--- src/rtl/mem_port_arbiter.sv ---
// ============================================================================
// Module   : mem_port_arbiter
// Purpose  : Shares one fixed-latency single-ported RAM between IF and MEM.
// Revision : 1.0 - initial release
// ============================================================================
`default_nettype none

module mem_port_arbiter #(
    parameter int ADDR_LEN    = 32,
    parameter int DATA_LEN    = 32,
    parameter int MEM_LATENCY = 2
) (
    input  logic                clk,
    input  logic                rst,
    input  logic                if_req,
    input  logic [ADDR_LEN-1:0] if_addr,
    output logic [DATA_LEN-1:0] if_rdata,
    output logic                if_ready,
    input  logic                mem_r_en,
    input  logic                mem_w_en,
    input  logic [ADDR_LEN-1:0] mem_addr,
    input  logic [DATA_LEN-1:0] mem_wdata,
    output logic [DATA_LEN-1:0] mem_rdata,
    output logic                mem_ready,
    output logic [ADDR_LEN-1:0] ram_addr,
    output logic [DATA_LEN-1:0] ram_wdata,
    output logic                ram_re,
    output logic                ram_we,
    input  logic [DATA_LEN-1:0] ram_rdata,
    output logic                if_stall,
    output logic                mem_stall
);

    typedef enum logic [1:0] {
        S_IDLE   = 2'd0,
        S_ACCESS = 2'd1,
        S_RESP   = 2'd2
    } state_t;

    localparam logic [3:0] c_CNT_INIT = 4'(MEM_LATENCY - 1);

    state_t     r_state;
    state_t     w_next;
    logic [3:0] r_cnt;
    logic       r_own_mem;
    logic       r_op_wr;
    logic       w_req_mem;

    assign w_req_mem = mem_r_en | mem_w_en;

    always_comb begin
        w_next = r_state;
        case (r_state)
            S_IDLE:   if (w_req_mem || if_req) w_next = S_ACCESS;
            S_ACCESS: if (r_cnt == 4'd0) w_next = S_RESP;
            S_RESP:   w_next = S_IDLE;
            default:  w_next = S_IDLE;
        endcase
    end

    always_ff @(posedge clk) begin
        if (!rst) begin
            r_state   <= S_IDLE;
            r_cnt     <= 4'd0;
            r_own_mem <= 1'b0;
            r_op_wr   <= 1'b0;
            ram_addr  <= '0;
            ram_wdata <= '0;
            if_rdata  <= '0;
            mem_rdata <= '0;
        end else begin
            r_state <= w_next;
            case (r_state)
                S_IDLE: begin
                    // MEM wins ties: it carries the older instruction
                    if (w_req_mem) begin
                        ram_addr  <= mem_addr;
                        ram_wdata <= mem_wdata;
                        r_own_mem <= 1'b1;
                        r_op_wr   <= mem_w_en;
                        r_cnt     <= c_CNT_INIT;
                    end else if (if_req) begin
                        ram_addr  <= if_addr;
                        r_own_mem <= 1'b0;
                        r_op_wr   <= 1'b0;
                        r_cnt     <= c_CNT_INIT;
                    end
                end
                S_ACCESS: begin
                    if (r_cnt != 4'd0) begin
                        r_cnt <= r_cnt - 4'd1;
                    end else if (!r_op_wr) begin
                        if (r_own_mem) mem_rdata <= ram_rdata;
                        else           if_rdata  <= ram_rdata;
                    end
                end
                default: ;
            endcase
        end
    end

    // Combinational outputs are forced low while reset is asserted
    assign ram_re    = rst & (r_state == S_ACCESS) & ~r_op_wr;
    assign ram_we    = rst & (r_state == S_ACCESS) &  r_op_wr;
    assign if_ready  = rst & (r_state == S_RESP)   & ~r_own_mem;
    assign mem_ready = rst & (r_state == S_RESP)   &  r_own_mem;
    assign if_stall  = rst & if_req    & ~if_ready;
    assign mem_stall = rst & w_req_mem & ~mem_ready;

endmodule

`default_nettype wire

--- config.mk ---
export PLATFORM = sky130hd
export DESIGN_NAME = mem_port_arbiter
export DESIGN_NICKNAME = d
export VERILOG_FILES = /design/src/rtl/mem_port_arbiter.sv
export SDC_FILE = /design/constraint.sdc
export NUM_CORES = 1
export LEC_CHECK = 0
export BUFFER_PORTS_ARGS = -buffer_cell sky130_fd_sc_hd__buf_2
export CAP_MARGIN = 20
export CORE_UTILIZATION = 50
export CTS_CLUSTER_SIZE = 20
export DETAILED_ROUTE_END_ITERATION = 10
export PLACE_DENSITY = 0.86
export SLEW_MARGIN = 5
export SYNTH_ARGS = -nofsm -noshare
export SYNTH_HDL_FRONTEND = slang
export SYNTH_SLANG_ARGS = --single-unit
--- constraint.sdc ---
create_clock -name clk -period 4.61 [get_ports clk]
set_clock_uncertainty 0.05 [all_clocks]
set_input_delay 0.922 -clock clk [delete_from_list [all_inputs] [get_ports clk]]
set_output_delay 0.922 -clock clk [all_outputs]
set_load 0.005 [all_outputs]
==> flow_summary.json <==
{
  "clock_sinks": 136,
  "cts_buffers": 17,
  "yosys.area.top_type_share": 0.500,
  "dp_hpwl_um": 10600,
  "synth-edff-count": 0,
  "dp_slack_ps": 1760,
  "ys_top_cells_by_count": "nand2_1, dfxtp_1, a21oi_1, mux2i_1, clkbuf_1",
  "combPwrFrac": 0.179,
  "postSynth.asyncResetShare": 0,
  "antenna_found_initial": 0,
  "outcome": "complete, no violations",
  "gp_congestion": 0.832,
  "synth-seq-cells": 136,
  "start_kind": "input port",
  "antenna_cells": 0,
  "grtUsageTotal": 0.267,
  "slew_violations": 0,
  "drt_wl_total_um": 15500,
  "finalSetupTns_ps": 0,
  "synth_warnings": 0,
  "setup.worst_path.class": "input port to output port",
  "finalPower_mw": 3.24,
  "start_util": 0.521,
  "die_y_um": 106,
  "clkTransAtPathRegs_ps": 50,
  "cts_hold_buf": 0,
  "yosysMostFrequentCell": "nand2_1",
  "dr.pass1.iters": 4,
  "vias": 5436,
  "drtAntennaViolNets": 0,
  "synthCells": 626,
  "startpoint": "rst",
  "clockBufferDepth": 2,
  "layout.nets": 999,
  "worst_pin_slew_ps": 906,
  "r2r_end": "if_rdata[14]",
  "cts_resized": 0,
  "seq_power_share": 0.419,
  "fin_crit_ps": 2830,
  "yosys.area.top_type": "dfxtp_1",
  "end_kind": "output port",
  "io_pins": 267,
  "fin_crit_sh": 0.613,
  "r2r_cells": 6,
  "slew_headroom": 0.396,
  "fmax_ghz": 0.354,
  "grt_max_degree": 97,
  "cts_tree": "done",
  "cap_viol_max_count": 0,
  "rows": 37,
  "worst_ep_required_time_ps": 3640,
  "worstPathArrival_ps": 1860,
  "max-vdd-ir-drop_mv": 0.297,
  "synthFlopType": "dfxtp_1",
  "hp-class": "flip-flop to flip-flop",
  "drtIter0Drc": 301,
  "io_buffers": 266,
  "p_sw_frac": 0.280,
  "post_drt_wl_per_cell_um": 15.3,
  "p_per_area_nw_per_um2": 439,
  "switchingPower_mw": 0.907,
  "clk_latency_ps": 510,
  "post-route-util": 0.706,
  "finalSetupViolCount": 0,
  "drive_above_1_share": 0.358,
  "rr_startpoint": "r_cnt[0]",
  "leakage_nw": 3.64,
  "clkPwrFrac": 0.402,
  "drc": 0,
  "via_per_inst": 5.37,
  "yosysSeqAreaShare": 0.500,
  "finalHoldViolCount": 0,
  "clock-root-buffer": "clkbuf_8",
  "post-cts-setup-buffers": 0,
  "synthesis.nets": 761,
  "synth_area_um2": 5450,
  "first_global_vias": 4910,
  "synth_area_leaders": "dfxtp_1, mux2i_1, nand2_1",
  "syn_to_final_growth_pct": 35.5,
  "h-tree-depth": 4,
  "rsz0062_at_grt": "no",
  "grt_overflow": 0,
  "die_x_um": 106,
  "core_um2": 10500,
  "endpoint": "mem_stall",
  "syn_avg_cell_area_um2": 8.70,
  "grt_pass1_wl_um": 23700,
  "dieArea_um2": 11300,
  "synth_cell_types": 34,
  "hold_slack_ps": 405,
  "rrSetupSlack_ps": 2490,
  "cp_max_fo": 6,
  "timing.final.ws_setup_ps": 1780,
  "p_int_mw": 2.33
}
sequential cells by signal, summed over array words and instances (netlist names):
| signal | flops |
|---|---|
| ram_wdata | 32 |
| r_op_wr | 1 |
| r_cnt | 4 |
| if_rdata | 32 |
| r_state | 2 |
| ram_addr | 32 |
| r_own_mem | 1 |
| mem_rdata | 32 |
cells in the final DEF (no fill, tap or decap), types with 4 or more instances in the layout:
cell type	n
clkbuf_16	16
nand2_1	164
buf_4	8
nor3_1	4
inv_1	5
mux2i_1	64
a21oi_1	69
inv_6	4
buf_2	266
dfxtp_1	136
nand3_1	32
a311oi_1	32
o21ai_0	34
layout make-up:
class	count	area, um^2
inverter	6	22.5
fill	849	3080
sequential	136	2720
timing repair buffer	275	1420
clock buffer	19	432
clock inverter	13	143
tap	136	170
multi-input combinational	428	2470
metal layers:
layer	vias up	global-route usage	wire length (um)
li1	2659	-	-
met3	30	0.0815	1260
met1	2508	0.302	6140
met2	239	0.468	7740
met5	-	0	0
met4	0	0.102	356
worst min-delay path by stage:
stage                            start  slack [ps]  cells after the start           end
final                     if_rdata[24]         410                      2  if_rdata[24]
after global routing      if_rdata[24]         420                      2  if_rdata[24]
after CTS                  if_rdata[9]         410                      2   if_rdata[9]
after detailed placement   if_rdata[8]         400                      2   if_rdata[8]
after global placement     if_rdata[9]         390                      2   if_rdata[9]
after floorplan            if_rdata[0]         400                      2   if_rdata[0]
stage by stage:
| step | area (um^2) | instances |
|---|---|---|
| final | 7380 | 1013 |
| after global routing | 7380 | 1013 |
| after CTS | 7360 | 1012 |
| after detailed placement | 6780 | 980 |
| after global placement | 6780 | 980 |
| after floorplan | 5450 | 626 |
critical path, cell delays in order:
cell and delay, ps:
buf_2 160, nand2_1 90, nor3b_1 440, nor3_1 100, buf_2 150
power by group through the flow:
stage                     clock (mW)  combinational, mW  sequential [mW]
after CTS                       1.33              0.576             1.36
after floorplan                    0              0.330             1.39
after global routing            1.38              0.634             1.37
after detailed placement           0              0.574             1.38
final                           1.30              0.580             1.36
after global placement             0              0.565             1.38
kinds of logic after synthesis:
family          after synthesis  share of synthesized area
simple gates                220                      0.172
compound gates              142                      0.157
flops                       136                      0.500
mux                          64                      0.118
buf+inv                      62                     0.0489
fa+ha+maj                     2                    0.00459
Note: power is estimated with default switching activity, not from simulation.
